===== src/rtl/dmi_req_sched.sv =====
// dmi_req_sched: shares the single debug-module register port between two
// pulse-protocol requesters (A = JTAG path, B = SoC debug requester).
//
// Each requester has a 1-deep request buffer. Buffered requests are
// arbitrated round-robin. The winner gets a one-cycle dm_en strobe, and the
// block then waits for dm_ack, giving up after TIMEOUT cycles. A one-cycle
// completion (x_rvalid with x_rdata/x_err) goes back to the owning requester.
//
// Ports:
//   clk, rst          core clock, synchronous active-high reset
//   x_reg_en          request pulse (x = a|b), qualified by x_reg_wr_en/x_addr/x_wdata
//   x_rvalid/x_rdata  completion pulse; read data is held until the next completion
//   x_err             timeout flag, valid with x_rvalid
//   x_busy            request pending or in flight
//   x_ovf             sticky: a pulse arrived while the buffer was full
//   ovf_clr           clears both overflow flags
//   dm_*              registered debug-module access port, dm_ack/dm_rdata returned

module dmi_req_sched #(
  parameter int unsigned ADDR_W  = 7,
  parameter int unsigned DATA_W  = 32,
  parameter int unsigned TIMEOUT = 64
) (
  input  logic              clk,
  input  logic              rst,

  input  logic              a_reg_en,
  input  logic              a_reg_wr_en,
  input  logic [ADDR_W-1:0] a_addr,
  input  logic [DATA_W-1:0] a_wdata,
  output logic              a_rvalid,
  output logic [DATA_W-1:0] a_rdata,
  output logic              a_err,
  output logic              a_busy,
  output logic              a_ovf,

  input  logic              b_reg_en,
  input  logic              b_reg_wr_en,
  input  logic [ADDR_W-1:0] b_addr,
  input  logic [DATA_W-1:0] b_wdata,
  output logic              b_rvalid,
  output logic [DATA_W-1:0] b_rdata,
  output logic              b_err,
  output logic              b_busy,
  output logic              b_ovf,

  input  logic              ovf_clr,

  output logic              dm_en,
  output logic              dm_wr_en,
  output logic [ADDR_W-1:0] dm_addr,
  output logic [DATA_W-1:0] dm_wdata,
  input  logic              dm_ack,
  input  logic [DATA_W-1:0] dm_rdata
);

  localparam int unsigned CntW = $clog2(TIMEOUT + 1);

  typedef enum logic [1:0] {StIdle, StIssue, StWait, StResp} state_e;

  state_e            state_q, state_d;
  logic              owner_q, owner_d;  // 0 = A, 1 = B
  logic              last_q, last_d;    // last granted requester, same encoding
  logic [CntW-1:0]   cnt_q, cnt_d;

  logic              pend_a_q, pend_a_d, pend_b_q, pend_b_d;
  logic              a_wr_q, a_wr_d, b_wr_q, b_wr_d;
  logic [ADDR_W-1:0] a_addr_q, a_addr_d, b_addr_q, b_addr_d;
  logic [DATA_W-1:0] a_wdata_q, a_wdata_d, b_wdata_q, b_wdata_d;
  logic              a_ovf_q, a_ovf_d, b_ovf_q, b_ovf_d;

  logic              dm_en_q, dm_en_d, dm_wr_en_q, dm_wr_en_d;
  logic [ADDR_W-1:0] dm_addr_q, dm_addr_d;
  logic [DATA_W-1:0] dm_wdata_q, dm_wdata_d;

  logic              a_rvalid_q, a_rvalid_d, b_rvalid_q, b_rvalid_d;
  logic              a_err_q, a_err_d, b_err_q, b_err_d;
  logic [DATA_W-1:0] a_rdata_q, a_rdata_d, b_rdata_q, b_rdata_d;

  logic              grant_a, grant_b, a_take, b_take;
  logic              resp_fire, resp_err;
  logic [DATA_W-1:0] resp_data;

  // On a tie, the requester that was not granted last wins.
  assign grant_a = (state_q == StIdle) & pend_a_q & (~pend_b_q | last_q);
  assign grant_b = (state_q == StIdle) & pend_b_q & (~pend_a_q | ~last_q);

  // A buffer being granted this edge frees up in time to accept a new pulse.
  assign a_take = a_reg_en & (~pend_a_q | grant_a);
  assign b_take = b_reg_en & (~pend_b_q | grant_b);

  always_comb begin
    state_d    = state_q;
    owner_d    = owner_q;
    last_d     = last_q;
    cnt_d      = cnt_q;
    pend_a_d   = pend_a_q;
    pend_b_d   = pend_b_q;
    a_wr_d     = a_wr_q;
    b_wr_d     = b_wr_q;
    a_addr_d   = a_addr_q;
    b_addr_d   = b_addr_q;
    a_wdata_d  = a_wdata_q;
    b_wdata_d  = b_wdata_q;
    a_ovf_d    = a_ovf_q;
    b_ovf_d    = b_ovf_q;
    dm_en_d    = 1'b0;
    dm_wr_en_d = dm_wr_en_q;
    dm_addr_d  = dm_addr_q;
    dm_wdata_d = dm_wdata_q;
    a_rvalid_d = 1'b0;
    b_rvalid_d = 1'b0;
    a_err_d    = 1'b0;
    b_err_d    = 1'b0;
    a_rdata_d  = a_rdata_q;
    b_rdata_d  = b_rdata_q;
    resp_fire  = 1'b0;
    resp_err   = 1'b0;
    resp_data  = '0;

    // Request buffers and overflow flags; a new overflow beats ovf_clr.
    if (grant_a) pend_a_d = 1'b0;
    if (grant_b) pend_b_d = 1'b0;
    if (a_take) begin
      pend_a_d  = 1'b1;
      a_wr_d    = a_reg_wr_en;
      a_addr_d  = a_addr;
      a_wdata_d = a_wdata;
    end
    if (b_take) begin
      pend_b_d  = 1'b1;
      b_wr_d    = b_reg_wr_en;
      b_addr_d  = b_addr;
      b_wdata_d = b_wdata;
    end
    if (ovf_clr) begin
      a_ovf_d = 1'b0;
      b_ovf_d = 1'b0;
    end
    if (a_reg_en && !a_take) a_ovf_d = 1'b1;
    if (b_reg_en && !b_take) b_ovf_d = 1'b1;

    unique case (state_q)
      StIdle: begin
        if (grant_a || grant_b) begin
          state_d    = StIssue;
          owner_d    = grant_b;
          last_d     = grant_b;
          cnt_d      = '0;
          dm_en_d    = 1'b1;
          dm_wr_en_d = grant_b ? b_wr_q : a_wr_q;
          dm_addr_d  = grant_b ? b_addr_q : a_addr_q;
          dm_wdata_d = grant_b ? b_wdata_q : a_wdata_q;
        end
      end
      StIssue: begin
        if (dm_ack) begin
          resp_fire = 1'b1;
          resp_data = dm_wr_en_q ? '0 : dm_rdata;
        end else begin
          state_d = StWait;
          cnt_d   = CntW'(1);
        end
      end
      StWait: begin
        cnt_d = cnt_q + CntW'(1);
        if (dm_ack) begin
          resp_fire = 1'b1;
          resp_data = dm_wr_en_q ? '0 : dm_rdata;
        end else if (cnt_q == CntW'(TIMEOUT - 1)) begin
          resp_fire = 1'b1;
          resp_err  = 1'b1;
        end
      end
      StResp: begin
        state_d = StIdle;
        cnt_d   = '0;
      end
      default: state_d = StIdle;
    endcase

    if (resp_fire) begin
      state_d = StResp;
      if (!owner_q) begin
        a_rvalid_d = 1'b1;
        a_err_d    = resp_err;
        a_rdata_d  = resp_data;
      end else begin
        b_rvalid_d = 1'b1;
        b_err_d    = resp_err;
        b_rdata_d  = resp_data;
      end
    end
  end

  always_ff @(posedge clk) begin
    if (rst) begin
      state_q    <= StIdle;
      owner_q    <= 1'b0;
      last_q     <= 1'b1;
      cnt_q      <= '0;
      pend_a_q   <= 1'b0;
      pend_b_q   <= 1'b0;
      a_wr_q     <= 1'b0;
      b_wr_q     <= 1'b0;
      a_addr_q   <= '0;
      b_addr_q   <= '0;
      a_wdata_q  <= '0;
      b_wdata_q  <= '0;
      a_ovf_q    <= 1'b0;
      b_ovf_q    <= 1'b0;
      dm_en_q    <= 1'b0;
      dm_wr_en_q <= 1'b0;
      dm_addr_q  <= '0;
      dm_wdata_q <= '0;
      a_rvalid_q <= 1'b0;
      b_rvalid_q <= 1'b0;
      a_err_q    <= 1'b0;
      b_err_q    <= 1'b0;
      a_rdata_q  <= '0;
      b_rdata_q  <= '0;
    end else begin
      state_q    <= state_d;
      owner_q    <= owner_d;
      last_q     <= last_d;
      cnt_q      <= cnt_d;
      pend_a_q   <= pend_a_d;
      pend_b_q   <= pend_b_d;
      a_wr_q     <= a_wr_d;
      b_wr_q     <= b_wr_d;
      a_addr_q   <= a_addr_d;
      b_addr_q   <= b_addr_d;
      a_wdata_q  <= a_wdata_d;
      b_wdata_q  <= b_wdata_d;
      a_ovf_q    <= a_ovf_d;
      b_ovf_q    <= b_ovf_d;
      dm_en_q    <= dm_en_d;
      dm_wr_en_q <= dm_wr_en_d;
      dm_addr_q  <= dm_addr_d;
      dm_wdata_q <= dm_wdata_d;
      a_rvalid_q <= a_rvalid_d;
      b_rvalid_q <= b_rvalid_d;
      a_err_q    <= a_err_d;
      b_err_q    <= b_err_d;
      a_rdata_q  <= a_rdata_d;
      b_rdata_q  <= b_rdata_d;
    end
  end

  assign a_busy   = pend_a_q | ((state_q != StIdle) & ~owner_q);
  assign b_busy   = pend_b_q | ((state_q != StIdle) & owner_q);
  assign a_ovf    = a_ovf_q;
  assign b_ovf    = b_ovf_q;
  assign a_rvalid = a_rvalid_q;
  assign b_rvalid = b_rvalid_q;
  assign a_err    = a_err_q;
  assign b_err    = b_err_q;
  assign a_rdata  = a_rdata_q;
  assign b_rdata  = b_rdata_q;
  assign dm_en    = dm_en_q;
  assign dm_wr_en = dm_wr_en_q;
  assign dm_addr  = dm_addr_q;
  assign dm_wdata = dm_wdata_q;

endmodule


===== config.mk =====
export PLATFORM = sky130hd
export DESIGN_NAME = dmi_req_sched
export DESIGN_NICKNAME = d
export VERILOG_FILES = /design/src/rtl/dmi_req_sched.sv
export SDC_FILE = /design/constraint.sdc
export NUM_CORES = 1
export LEC_CHECK = 0
export CELL_PAD_IN_SITES_DETAIL_PLACEMENT = 1
export CELL_PAD_IN_SITES_GLOBAL_PLACEMENT = 1
export CORE_MARGIN = 2
export CORE_UTILIZATION = 32
export CTS_BUF_LIST = sky130_fd_sc_hd__clkbuf_16
export DETAILED_ROUTE_END_ITERATION = 16
export PLACE_DENSITY_LB_ADDON = 0.1
export SLEW_MARGIN = 5
export SYNTH_ARGS = -nofsm -noshare
export SYNTH_HDL_FRONTEND = slang
export SYNTH_SLANG_ARGS = --single-unit

===== constraint.sdc =====
create_clock -name clk -period 1.97 [get_ports clk]
set_input_delay 0.197 -clock clk [delete_from_list [all_inputs] [get_ports clk]]
set_output_delay 0.197 -clock clk [all_outputs]
set_load 0.02 [all_outputs]

==> flow_summary_export.csv, run 1 <==
group,metric,value,unit
setup_path,critical-path-top-delay-family,"buffers and inverters",
routing,ant_nets,0,
timing,finalCritPeriodShare,94.48,%
final_layout,utilization,47.13,%
floorplanning,fp-row-count,58,
setup_path,timing.critical_path.to_type,"primary output",
placed_design,routability_congestion_estimate_from_global_placement,0.7615,
timing,maxClockFrequency,537.3,MHz
synthesis,synth_common_cells,"sky130_fd_sc_hd__dfxtp_1, sky130_fd_sc_hd__mux2i_1, sky130_fd_sc_hd__a21oi_1",
setup_path,arrival,1660,ps
routing,route.vias.total,7265,
setup_path,cp_slowest_stage_delay,690,ps
global_routing,grt_pass1_vias,7557,
final_layout,final_layout_size_suffix_gt1_share,7.829,%
clocking,cts_inserted_buffers,24,
global_routing,globalRoute.totalOverflow,0,
status,status,"finished, final reports clean",
synthesis,yosysUniqueCellTypes,45,
synthesis,synthesized_cell_area,8262,um2
timing,postLayoutSetupSlackWorst,108.7,ps
final_layout,number_of_inserted_diodes,0,
placed_design,port_buffers,230,
synthesis,synth_area_leader_cell,"sky130_fd_sc_hd__dfxtp_1",
synthesis,post-synth-top-area-fraction,49.43,%
pwr,internal-power,9344,uW
final_layout,layout.cells.non_filler,1454,
synthesis,number_of_cells_produced_by_synthesis,896,
global_routing,global_route_wire_length_before_repair,41.51,mm
timing,worstMarginPinSlew,520.7,ps
synthesis,synth-edff-count,0,
synthesis,synth-async-reset-ratio,0,%
pwr,leakage_power,0.004873,uW
pwr,power.share.combinational,32.7,%
setup_path,path_class,"reg -> out",
clocking,clk_pin_slew_worst_paths,60,ps
timing,skew,10.07,ps
routing,first_iter_violations,267,
clocking,post-cts-setup-buffer-count,0,
pwr,clock_power_share,31.7,%
clocking,clk-insertion-delay-late,520,ps
clocking,h_tree_levels,1,
timing,setup_viol,0,
setup_path,worstPathCellList,"clkdlybuf4s50_1",
floorplanning,floorplan.die_area,27120,um2
synthesis,synth.area.top_cells,"sky130_fd_sc_hd__dfxtp_1, sky130_fd_sc_hd__mux2i_1, sky130_fd_sc_hd__a21oi_1",
timing,final_hold_viol_count,0,
global_routing,grt_max_degree,55,
run,drv.max_cap_violation_count,0,
placed_design,place_ws,-11.53,ps
floorplanning,chip_height,164.7,um
routing,drt_pass1_iterations,4,
global_routing,grt_antenna_before_repair,3,
final_layout,net_count_reported_at_finish,1230,
global_routing,globalRouteTotalUtil,19.36,%
clocking,max-clock-path-buffers,3,
pwr,p_per_area,1169,nW/um2
synthesis,synth_sequential_area_ratio,49.43,%
synthesis,synth.ff_latch_count,204,
synthesis,ys_dominant_reg_cell,"sky130_fd_sc_hd__dfxtp_1",
floorplanning,start_util,32.71,%
routing,detail_route.wl_per_cell,18.42,um
setup_path,register_to_register_setup_slack,140,ps
synthesis,synth_area_per_cell,9.221,um2
clocking,cts.sinks,204,
synthesis,synth.yosys.warnings,0,
routing,post-route-drc-count,0,
clocking,clock_tree_from_tritoncts,"built",
synthesis,synth.most_common_cell,"sky130_fd_sc_hd__dfxtp_1",
final_layout,num-fill-cells,2863,
setup_path,required_time_reported_for_the_critical_path_endpoint,1770,ps
routing,vias_per_cell,4.997,
worst_hold_path,hold_class,"in -> reg",
pwr,netSwitchingPower,4572,uW
floorplanning,fp.dieW,164.7,um
final_layout,area.growth.synth_to_final,44.06,%
placed_design,numPlacedInstances,1410,
synthesis,postSynthNetCount,1019,
placed_design,post-dp-hpwl,17.88,mm
floorplanning,total_core_area,25250,um2
setup_path,setup_crit_start_kind,"flip-flop",
clocking,cts.root.buffer_cell,"sky130_fd_sc_hd__clkbuf_16",
routing,route.final.wire_length,26.78,mm
timing,slew_headroom,65.29,%
floorplanning,floorplan.io_pins,231,
pwr,vdd.ir_drop.worst,0.6217,mV
timing,rsz0062_at_grt,"false",
timing,timing.final.max_slew_violations,0,
pwr,pwr-share-seq,35.6,%
setup_path,cp.buffers_inverters,1,
setup_path,slowest_stage,"sky130_fd_sc_hd__clkdlybuf4s50_1",
timing,min_period,1861,ps
setup_path,worstPathMaxFanout,3,
pwr,sw_ratio,32.85,%
-- final timing paths --
path                                               start                  endpoint  cells after the start
worst max-delay path               dm_wr_en$_SDFFE_PP0P_                  dm_wr_en                      1
worst min-delay path                                 rst       a_rvalid$_SDFF_PP0_                      2
worst max register to register   state_q[1]$_SDFFE_PP0P_  a_rdata[27]$_SDFFE_PP0P_                      7
worst min register to register  b_rdata[29]$_SDFFE_PP0P_  b_rdata[29]$_SDFFE_PP0P_                      2
-- final cells by class --
cell class	count	area, um2	area share [%]
inverter	6	22.52	0.1892
multi-input combinational	603	3852	32.37
sequential	204	4084	34.31
clock inverter	18	150.1	1.262
clock buffer	25	625.6	5.257
timing repair buffer	268	2754	23.14
tap	330	412.9	3.469
-- routing by layer --
metal	vias to the layer above	track usage, %	wire, um
met4	2	3.676	267
met5	-	0	12
met1	3491	25.56	12220
met2	186	32.43	12560
met3	25	4.646	1726
li1	3561	-	-
-- cells in the final DEF (no fill, tap or decap), types with 24 or more instances in the layout --
cell type and instances:
sky130_fd_sc_hd__nand2_1 42, sky130_fd_sc_hd__dfxtp_1 204, sky130_fd_sc_hd__clkdlybuf4s50_1 225, sky130_fd_sc_hd__o21ai_0 82, sky130_fd_sc_hd__nand3_1 82, sky130_fd_sc_hd__nor2_1 49
sky130_fd_sc_hd__clkbuf_16 26, sky130_fd_sc_hd__a211oi_1 43, sky130_fd_sc_hd__buf_4 24, sky130_fd_sc_hd__a21oi_1 89, sky130_fd_sc_hd__mux2i_1 104, sky130_fd_sc_hd__nand2b_1 65
-- power by group through the flow --
stage	Sequential [uW]	Clock [uW]	Combinational, uW
3_3_place_gp	5030	0	4470
3_5_place_dp	5040	0	4510
6_report	4950	4410	4550
2_1_floorplan	5350	0	2150
5_1_grt	5020	4720	4970
4_1_cts	4960	4530	4560
-- per-stage QoR --
stage | area (um2) | total power (uW) | hold WS, ps | setup TNS, ps
after floorplan | 8262 | 7497 | 344.7 | 0
after global placement | 11080 | 9498 | 459.1 | 0
after detailed placement | 11080 | 9557 | 468.1 | -27.71
after CTS | 11870 | 14060 | 63.00 | 0
after global routing | 11900 | 14710 | 87.79 | 0
final | 11900 | 13920 | 74.39 | 0
-- state kept, by name, indices dropped and copies added, names as in the netlist, 2 cells and up --
| register | flops |
|---|---|
| a_addr_q | 7 |
| dm_wdata | 32 |
| state_q | 2 |
| a_wdata_q | 32 |
| a_rdata | 32 |
| b_rdata | 32 |
| b_wdata_q | 32 |
| b_addr_q | 7 |
| cnt_q | 7 |
| dm_addr | 7 |
-- cells by family (layout without fill, tap and decap cells) --
logic type / count (synthesis) / after routing / share of synthesized area, %
multiplexers: 104 / 104 / 12.60
flip-flops: 204 / 204 / 49.43
XOR/XNOR: 3 / 3 / 0.3181
AO/OA/AOI/OAI: 229 / 229 / 15.92
buffers and inverters: 89 / 317 / 4.937
adder cells (fa/ha/maj): 5 / 5 / 0.7572
AND/OR/NAND/NOR: 262 / 262 / 16.04
-- repair_timing --
| action | 4_1_cts | 5_1_grt |
|---|---|---|
| pin swaps | 0 | 2 |
| cloned | 0 | 1 |
| hold buffers | 0 | 0 |
| endpoints found under the setup margin | 37 | 103 |
| resized for setup | 5 | 6 |
Power figures use the tool's default switching activity.
==> run 2, diff against run 1 <==
Settings changed: CELL_PAD_IN_SITES_DETAIL_PLACEMENT 1 to unset, CELL_PAD_IN_SITES_GLOBAL_PLACEMENT 1 to unset, CORE_UTILIZATION 32 to 43, PLACE_DENSITY set to 0.76, PLACE_DENSITY_LB_ADDON 0.1 to unset.
==> run 2 against run 1 <==
Against the previous run:
- flip-flop and latch count unchanged
- routed wire length is 16% lower
- combinational power down 5.3%
- largest power group unchanged
- design area down 2.3%
- critical endpoint is now b_busy
- non-clock buffer count is 3 lower
- register-to-register slack got worse by 40 ps
==> flow_summary_export.csv, run 2 (same netlist as run 1, synthesis figures left out) <==
group,metric,value,unit
final_layout,sequential_cell_area,4084,um2
pwr,p_per_area,1148,nW/um2
timing,skew,8.537,ps
global_routing,grt_max_degree,91,
final_layout,final_cell_area,11630,um2
timing,slew_headroom,60.60,%
pwr,vdd.ir_drop.worst,0.6673,mV
placed_design,routability_congestion_estimate_from_global_placement,0.7993,
setup_path,slowest_stage,"sky130_fd_sc_hd__dfxtp_1",
routing,drt_pass1_iterations,5,
final_layout,num-fill-cells,1591,
setup_path,timing.critical_path.to_type,"primary output",
floorplanning,fp.dieW,142.6,um
setup_path,critical-path-top-delay-family,"buffers and inverters",
placed_design,port_buffers,230,
routing,route.final.wire_length,22.48,mm
floorplanning,floorplan.die_area,20340,um2
setup_path,required_time_reported_for_the_critical_path_endpoint,1770,ps
timing,finalCritPeriodShare,95.52,%
setup_path,worstPathMaxFanout,6,
timing,fin_tns_setup,0,ps
placed_design,place_area,10910,um2
timing,postLayoutSetupSlackWorst,88.20,ps
timing,final_hold_viol_count,0,
setup_path,cp.buffers_inverters,3,
final_layout,number_of_inserted_diodes,0,
setup_path,worstPathCellList,"inv_2 -> ha_4 -> inv_1 -> a21o_1 -> dlygate4sd2_1",
run,drv.max_cap_violation_count,0,
placed_design,place_ws,-49.37,ps
clocking,cts.root.buffer_cell,"sky130_fd_sc_hd__clkbuf_16",
timing,min_period,1882,ps
global_routing,globalRouteTotalUtil,21.35,%
setup_path,path_class,"reg -> out",
final_layout,most_common_cell_after_layout_fill_and_taps_aside,"sky130_fd_sc_hd__clkdlybuf4s50_1",
final_layout,area.growth.synth_to_final,40.79,%
floorplanning,floorplan.io_pins,231,
clocking,clk_pin_slew_worst_paths,60,ps
placed_design,post-dp-hpwl,14.97,mm
setup_path,setup_crit_start_kind,"flip-flop",
routing,first_iter_violations,393,
routing,ant_nets,0,
timing,timing.final.max_slew_violations,0,
floorplanning,total_core_area,18770,um2
clocking,post-cts-setup-buffer-count,0,
pwr,leakage_power,0.004802,uW
clocking,clk-insertion-delay-late,500,ps
global_routing,grt_antenna_before_repair,0,
clocking,clock_tree_from_tritoncts,"built",
clocking,max-clock-path-buffers,3,
status,status,"finished, final reports clean",
global_routing,globalRoute.totalOverflow,0,
worst_hold_path,hold_class,"in -> reg",
timing,hold_slack,146.5,ps
routing,detail_route.wl_per_cell,16.68,um
routing,post-route-drc-count,0,
timing,maxClockFrequency,531.4,MHz
floorplanning,start_util,44.02,%
final_layout,multi_input_area,3826,um2
pwr,report.power.total,13360,uW
clocking,cts.sinks,204,
setup_path,cp_slowest_stage_delay,380,ps
final_layout,mostFrequentLayoutCells,"sky130_fd_sc_hd__clkdlybuf4s50_1, sky130_fd_sc_hd__dfxtp_1, sky130_fd_sc_hd__mux2i_1, sky130_fd_sc_hd__a21oi_1",
routing,vias_per_cell,5.358,
timing,setup_viol,0,
floorplanning,fp-row-count,50,
timing,worstMarginPinSlew,591.0,ps
final_layout,final_layout_size_suffix_gt1_share,7.092,%
clocking,h_tree_levels,1,
final_layout,net_count_reported_at_finish,1225,
clocking,cts_inserted_buffers,22,
global_routing,global_route_wire_length_before_repair,35.29,mm
global_routing,grt_pass1_vias,6933,
routing,route.vias.total,7223,
floorplanning,chip_height,142.6,um
timing,rsz0062_at_grt,"false",
setup_path,arrival,1680,ps
-- run 2: power by group --
group | internal, uW | leakage [uW] | switching [uW]
Sequential | 4650 | 0.00167 | 307
Clock | 2480 | 0.000364 | 1610
Combinational | 1950 | 0.00277 | 2360
-- run 2: timing repair --
item                                    in CTS  in global routing
gates resized for setup                      4                  1
pin swaps                                    1                  0
hold buffers                                 0                  0
endpoints found under the setup margin      37                 10
-- run 2: path summary, 6_finish.rpt --
path	cells past startpoint	endpoint	from	slack, ps
max	5	b_busy	state_q[1]$_SDFFE_PP0P_	90
min	2	a_rvalid$_SDFF_PP0_	rst	150
max reg2reg	8	b_rdata[14]$_SDFFE_PP0P_	state_q[1]$_SDFFE_PP0P_	100
min reg2reg	2	a_rdata[10]$_SDFFE_PP0P_	a_rdata[10]$_SDFFE_PP0P_	470
-- run 2: layout make-up --
| cell class | count | share of cell area, % |
|---|---|---|
| Sequential cell | 204 | 35.11 |
| Tap cell | 234 | 2.517 |
| Clock buffer | 23 | 4.948 |
| Multi-Input combinational cell | 603 | 32.90 |
| Inverter | 6 | 0.1936 |
| Clock inverter | 13 | 1.151 |
| Timing Repair Buffer | 265 | 23.18 |
-- run 2: per-layer routing --
layer  GRT usage [%]  part of all wire [%]
met4           5.211                   1.7
met1           27.57                    43
met5               0                     0
met2           35.78                    46
met3           5.567                   8.5
-- run 2: through the flow --
stage,utilization [%],std cells
6_report,61.97,1348
2_1_floorplan,-,896
3_3_place_gp,58.14,1312
5_1_grt,61.97,1348
4_1_cts,61.97,1348
3_5_place_dp,58.14,1312
==> run 3, diff against run 2 <==
--- a/config.mk
+++ b/config.mk
@@ -10,4 +10,5 @@
 export CTS_BUF_LIST = sky130_fd_sc_hd__clkbuf_16
 export DETAILED_ROUTE_END_ITERATION = 16
+export MAX_ROUTING_LAYER = met4
 export PLACE_DENSITY = 0.76
 export SLEW_MARGIN = 5
==> constraint.sdc (replaced) <==
create_clock -name clk -period 1.97 [get_ports clk]
set_input_delay 0.394 -clock clk [delete_from_list [all_inputs] [get_ports clk]]
set_output_delay 0.394 -clock clk [all_outputs]
set_load 0.02 [all_outputs]
==> run 3 against run 2 <==
Against the previous run:
- clock power decreased by 4%
- die area unchanged
- routed wire length increased by 0.65%
- via count increased by 1.2%
- hold slack improved by 100 ps
- non-clock buffer count increased by 1
- critical path type unchanged
- largest cell class unchanged
- largest power group unchanged
==> flow_summary_export.csv, run 3 (same netlist as run 1, synthesis figures left out) <==
group,metric,value,unit
status,status,"finished, final reports clean",
floorplanning,floorplan.die_area,20340,um2
pwr,vdd.ir_drop.worst,0.6585,mV
timing,maxClockFrequency,523.4,MHz
global_routing,grt_util_met1,27.71,%
placed_design,routability_congestion_estimate_from_global_placement,0.8197,
clocking,clk-insertion-delay-late,490,ps
placed_design,port_buffers,230,
clocking,h_tree_levels,1,
timing,timing.final.max_slew_violations,0,
final_layout,net_count_reported_at_finish,1226,
setup_path,path_class,"reg -> out",
setup_path,setup_crit_start_kind,"flip-flop",
timing,finalCritPeriodShare,96.98,%
setup_path,register_to_register_setup_slack,120,ps
clocking,clk_pin_slew_worst_paths,60,ps
final_layout,mostFrequentLayoutCells,"sky130_fd_sc_hd__clkdlybuf4s50_1, sky130_fd_sc_hd__dfxtp_1, sky130_fd_sc_hd__mux2i_1, sky130_fd_sc_hd__a21oi_1",
timing,fin_tns_setup,0,ps
setup_path,timing.critical_path.to_type,"primary output",
setup_path,required_time_reported_for_the_critical_path_endpoint,1580,ps
timing,setup_viol,0,
clocking,cts.hold.buffers_added,0,
floorplanning,chip_height,142.6,um
setup_path,cp_slowest_stage_delay,640,ps
pwr,leakage_power,0.004800,uW
setup_path,critical-path-top-delay-family,"buffers and inverters",
global_routing,grt_max_degree,102,
timing,postLayoutSetupSlackWorst,59.53,ps
global_routing,global_route_wire_length_before_repair,35.53,mm
global_routing,grt_pass1_vias,7131,
run,drv.max_cap_violation_count,0,
final_layout,number_of_inserted_diodes,0,
setup_path,slowest_stage,"sky130_fd_sc_hd__clkdlybuf4s50_1",
floorplanning,fp-row-count,50,
timing,min_period,1910,ps
final_layout,final_layout_size_suffix_gt1_share,7.265,%
routing,vias_per_cell,5.418,
clocking,clock_tree_from_tritoncts,"built",
setup_path,worstPathMaxFanout,2,
setup_path,arrival,1520,ps
setup_path,critical_path_cell_count,1,
routing,ant_nets,0,
routing,post-route-drc-count,0,
worst_hold_path,hold_class,"in -> reg",
placed_design,place_ws,-22.78,ps
routing,route.vias.total,7309,
global_routing,groute.layer.met2.usage,36.46,%
timing,worstMarginPinSlew,477.8,ps
clocking,max-clock-path-buffers,3,
global_routing,grt_antenna_before_repair,0,
timing,skew,13.64,ps
clocking,cts_inserted_buffers,22,
global_routing,globalRouteTotalUtil,22.07,%
global_routing,gr-max-usage-layer,"met2",
clocking,post-cts-setup-buffer-count,0,
global_routing,globalRoute.totalOverflow,0,
setup_path,cp.buffers_inverters,1,
pwr,report.power.total,13170,uW
clocking,cts.sinks,204,
setup_path,r2r_cells,7,
timing,rsz0062_at_grt,"false",
pwr,p_per_area,1137,nW/um2
floorplanning,fp.dieW,142.6,um
routing,first_iter_violations,313,
floorplanning,start_util,44.02,%
routing,detail_route.wl_per_cell,16.77,um
final_layout,area.growth.synth_to_final,40.21,%
timing,final_hold_viol_count,0,
timing,slew_headroom,68.15,%
clocking,cts.root.buffer_cell,"sky130_fd_sc_hd__clkbuf_16",
routing,route.final.wire_length,22.63,mm
placed_design,post-dp-hpwl,14.85,mm
final_layout,most_common_cell_after_layout_fill_and_taps_aside,"sky130_fd_sc_hd__clkdlybuf4s50_1",
routing,drt_pass1_iterations,5,
floorplanning,floorplan.io_pins,231,
global_routing,grtUsageMet3,4.896,%
worst_hold_path,whs_path_depth,2,
setup_path,worstPathCellList,"clkdlybuf4s50_1",
floorplanning,total_core_area,18770,um2
run 3: worst paths after layout:
path | startpoint | endpoint
worst max-delay path | a_rdata[1]$_SDFFE_PP0P_ | a_rdata[1]
worst min-delay path | rst | b_rvalid$_SDFF_PP0_
worst max register to register | state_q[0]$_SDFFE_PP0P_ | cnt_q[5]$_SDFFE_PP0P_
worst min register to register | a_wdata_q[19]$_SDFFE_PP0P_ | a_wdata_q[19]$_SDFFE_PP0P_
run 3: layout make-up:
type,instances,area [um2]
tap,234,292.8
fill,1644,7184
clock inverter,13,103.9
clock buffer,23,575.6
inverter,6,22.52
multi-input combinational,603,3831
sequential,204,4084
timing repair buffer,266,2674
run 3: through the flow:
stage | utilization, % | std cells | instance area, um2 | hold WS, ps
4_1_cts | 61.67 | 1349 | 11570 | 228.1
2_1_floorplan | - | 896 | 8262 | 444.0
5_1_grt | 61.72 | 1349 | 11580 | 281.0
6_report | 61.72 | 1349 | 11580 | 246.8
3_3_place_gp | 58.05 | 1313 | 10890 | 457.1
3_5_place_dp | 58.05 | 1313 | 10890 | 466.0
run 3: routing by layer:
layer | share of wire, % | routed length, um | up-vias
met5 | 0 | 0 | -
met4 | 1.8 | 397 | 0
met3 | 7.9 | 1787 | 33
met2 | 46 | 10410 | 269
met1 | 44 | 10030 | 3459
li1 | - | - | 3548
run 3: timing repair:
item / 4_1_cts / 5_1_grt
resized for setup: 13 / 3
endpoints found under the setup margin: 5 / 3
pin swaps: 0 / 1
run 3: where the power goes:
part | leakage [uW] | internal [uW] | total (uW) | switching [uW]
sequential | 0.00167 | 4650 | 4950 | 301
clock | 0.000364 | 2340 | 3920 | 1570
combinational | 0.00277 | 1920 | 4300 | 2370
total | 0.00480 | 8920 | 13200 | 4250
==> patch (config.mk and constraints of run 2) <==
Re-encode `state_e` (4 states) as Gray code, 2 bits wide.
--- a/src/rtl/dmi_req_sched.sv
+++ b/src/rtl/dmi_req_sched.sv
@@ -57,5 +57,5 @@
   localparam int unsigned CntW = $clog2(TIMEOUT + 1);
 
-  typedef enum logic [1:0] {StIdle, StIssue, StWait, StResp} state_e;
+  typedef enum logic [1:0] {StIdle = 2'b00, StIssue = 2'b01, StWait = 2'b11, StResp = 2'b10} state_e;
 
   state_e            state_q, state_d;
Function: no difference found for any inputs over 4 cycles, from zero or initial values and one cycle with rst high; so few cycles prove little.
==> patch against run 2 <==
Worst setup slack better by 0.038 ns. Routed wire length is 11% lower. Sequential cell count stayed put. Highest routed layer unchanged. Area after synthesis is 2.7% lower. Power is 13% lower. Cell area is 2.8% lower. Critical endpoint unchanged. Sequential power is 3% lower. Count of clock-buffer cells in the layout stayed put.
==> patch: results (changes against run 2) <==
Place
  – Placed Cells: 1196 (-8.8%)
  – Hpwl dp: 13400 um (-11%)
  – Pre-CTS setup slack: 0.0979 ns (+0.147 ns)
  – Final GP Congestion: 0.777 (-2.8%)

Layout
  – Share of post-route cells with drive strength above 1: 0.0598 (-0.0112)
  – Post-route insts no fill: 1233 (-8.5%)
  – Layout Nets: 1115 (-9.0%)

Detailed routing
  – WL/cell: 16.2 um (-2.7%)
  – Vias per cell: 5.06 (-5.6%)
  – Drt pass-1 iters: 4 (-1)
  – DRT iter0 DRCs: 222 (-44%)

Run status
  – Status: finished, final reports clean

GRT
  – Vias in the first global route: 6198 (-11%)
  – First-pass GRT wire length: 32300 um (-8.5%)
  – Global Route Usage Sum: 0.196 (-0.0176)
  – Largest net degree at the start of global routing: 130 (+43%)

Yosys
  – Top cells by count, synth: 204 x dfxtp_1, 163 x nand2b_1, 120 x mux2i_1
  – Area contributors post-synth: dfxtp_1 51%, mux2i_1 15%, nand2b_1 13%
  – Seq/Total Area, Yosys: 0.508 (+0.0139)
  – Post-Syn Instances: 777 (-13%)
  – Synth unique cells: 40 (-11%)
  – Syn Nets: 900 (-12%)

Power
  – Leak: 4.55 nW (-5.2%)
  – Maximum vdd ir drop: 608 uV (-8.9%)

STA
  – Worst Tran Pin Value: 0.466 ns (-0.125 ns)
  – Clock Skew: 0.00769 ns (-0.000846 ns)

Worst setup path
  – Maximum fanout along the worst path: 8 (+2)
  – Data arrival time of the critical path: 1.65 ns (-0.03 ns)
  – Crit path largest cell delay: 0.41 ns (+0.03 ns)

Clock tree
  – Total CTS buffers: 23 (+4.5%)
## patch: cell types whose count changed after synthesis, sizes merged, moves of 5 or more
cell	run 2	this run
o21ai	83	48
nand2b	66	163
a211oi	43	0
buf	18	26
nor2	49	11
a21oi	89	6
a22o	0	64
mux2i	104	120
nand3	83	4
clkbuf	65	31
nand2	44	49
## patch: routing by layer
metal / global-route usage / wire length (um) / vias to the layer above / share of wire
met4: 0.0411 / 376 / 0 / 0.019
met2: 0.332 / 9120 / 215 / 0.46
met3: 0.0547 / 1790 / 31 / 0.089
li1: - / - / 3096 / -
met5: 0 / 0 / - / 0
met1: 0.251 / 8730 / 2893 / 0.44
## patch: logic make-up (layout without fill, tap and decap cells)
logic type / Yosys count / in the layout / synth area share
multiplexers: 120 / 120 / 0.149
AO/OA/AOI/OAI: 132 / 132 / 0.118
buffers and inverters: 63 / 290 / 0.0374
adder cells (fa/ha/maj): 5 / 5 / 0.00778
AND/OR/NAND/NOR: 249 / 249 / 0.175
XOR/XNOR: 4 / 4 / 0.00436
flip-flops: 204 / 204 / 0.508
## patch: cell type report
cell class / count / area [sq um] / share of cell area
flip-flops and latches: 204 / 4090 / 0.361
clock buffers: 23 / 576 / 0.0509
clock inverters: 14 / 87.6 / 0.00775
repair buffers: 247 / 2550 / 0.226
multi-input cells: 510 / 3700 / 0.327
well taps: 229 / 287 / 0.0253
inverters: 6 / 22.5 / 0.00199
## patch: power by group through the flow
stage          Clock, mW  Sequential, mW  Combinational (mW)
2_1_floorplan          0            5.12                1.41
3_3_place_gp           0            4.90                2.86
3_5_place_dp           0            4.91                2.89
4_1_cts             3.92            4.83                2.91
5_1_grt             4.10            4.89                3.14
6_report            3.82            4.83                2.91
## patch: final timing paths
check | from | to | slack [ns] | cells past startpoint
worst max-delay path | state_q[0]$_SDFFE_PP0P_ | b_busy | 0.13 | 5
worst max register to register | state_q[0]$_SDFFE_PP0P_ | a_rdata[15]$_SDFFE_PP0P_ | 0.13 | 6
worst min-delay path | rst | cnt_q[0]$_SDFFE_PP0P_ | 0.04 | 2
worst min register to register | dm_wdata[6]$_SDFFE_PP0P_ | dm_wdata[6]$_SDFFE_PP0P_ | 0.45 | 2
## patch: worst register-to-register path, cell delays in order, from the launching register on
cell      delay, ns
dfxtp_1        0.41
ha_1           0.32
nand4b_1       0.16
o21ai_1        0.32
o21ai_2        0.11
buf_12         0.18
a22o_1         0.22
## patch: what timing repair did
item,CTS,global route
pin swaps,0,0
setup endpoints to repair,2,3
cloned,0,0
resized for setup,3,5
## patch: metrics by stage
stage	area [sq um]	hold WS, ns	utilization
2_1_floorplan	8040	0.275	-
3_3_place_gp	10600	0.435	0.586
3_5_place_dp	10600	0.445	0.586
4_1_cts	11300	0.0193	0.622
5_1_grt	11300	0.0305	0.623
6_report	11300	0.0383	0.623
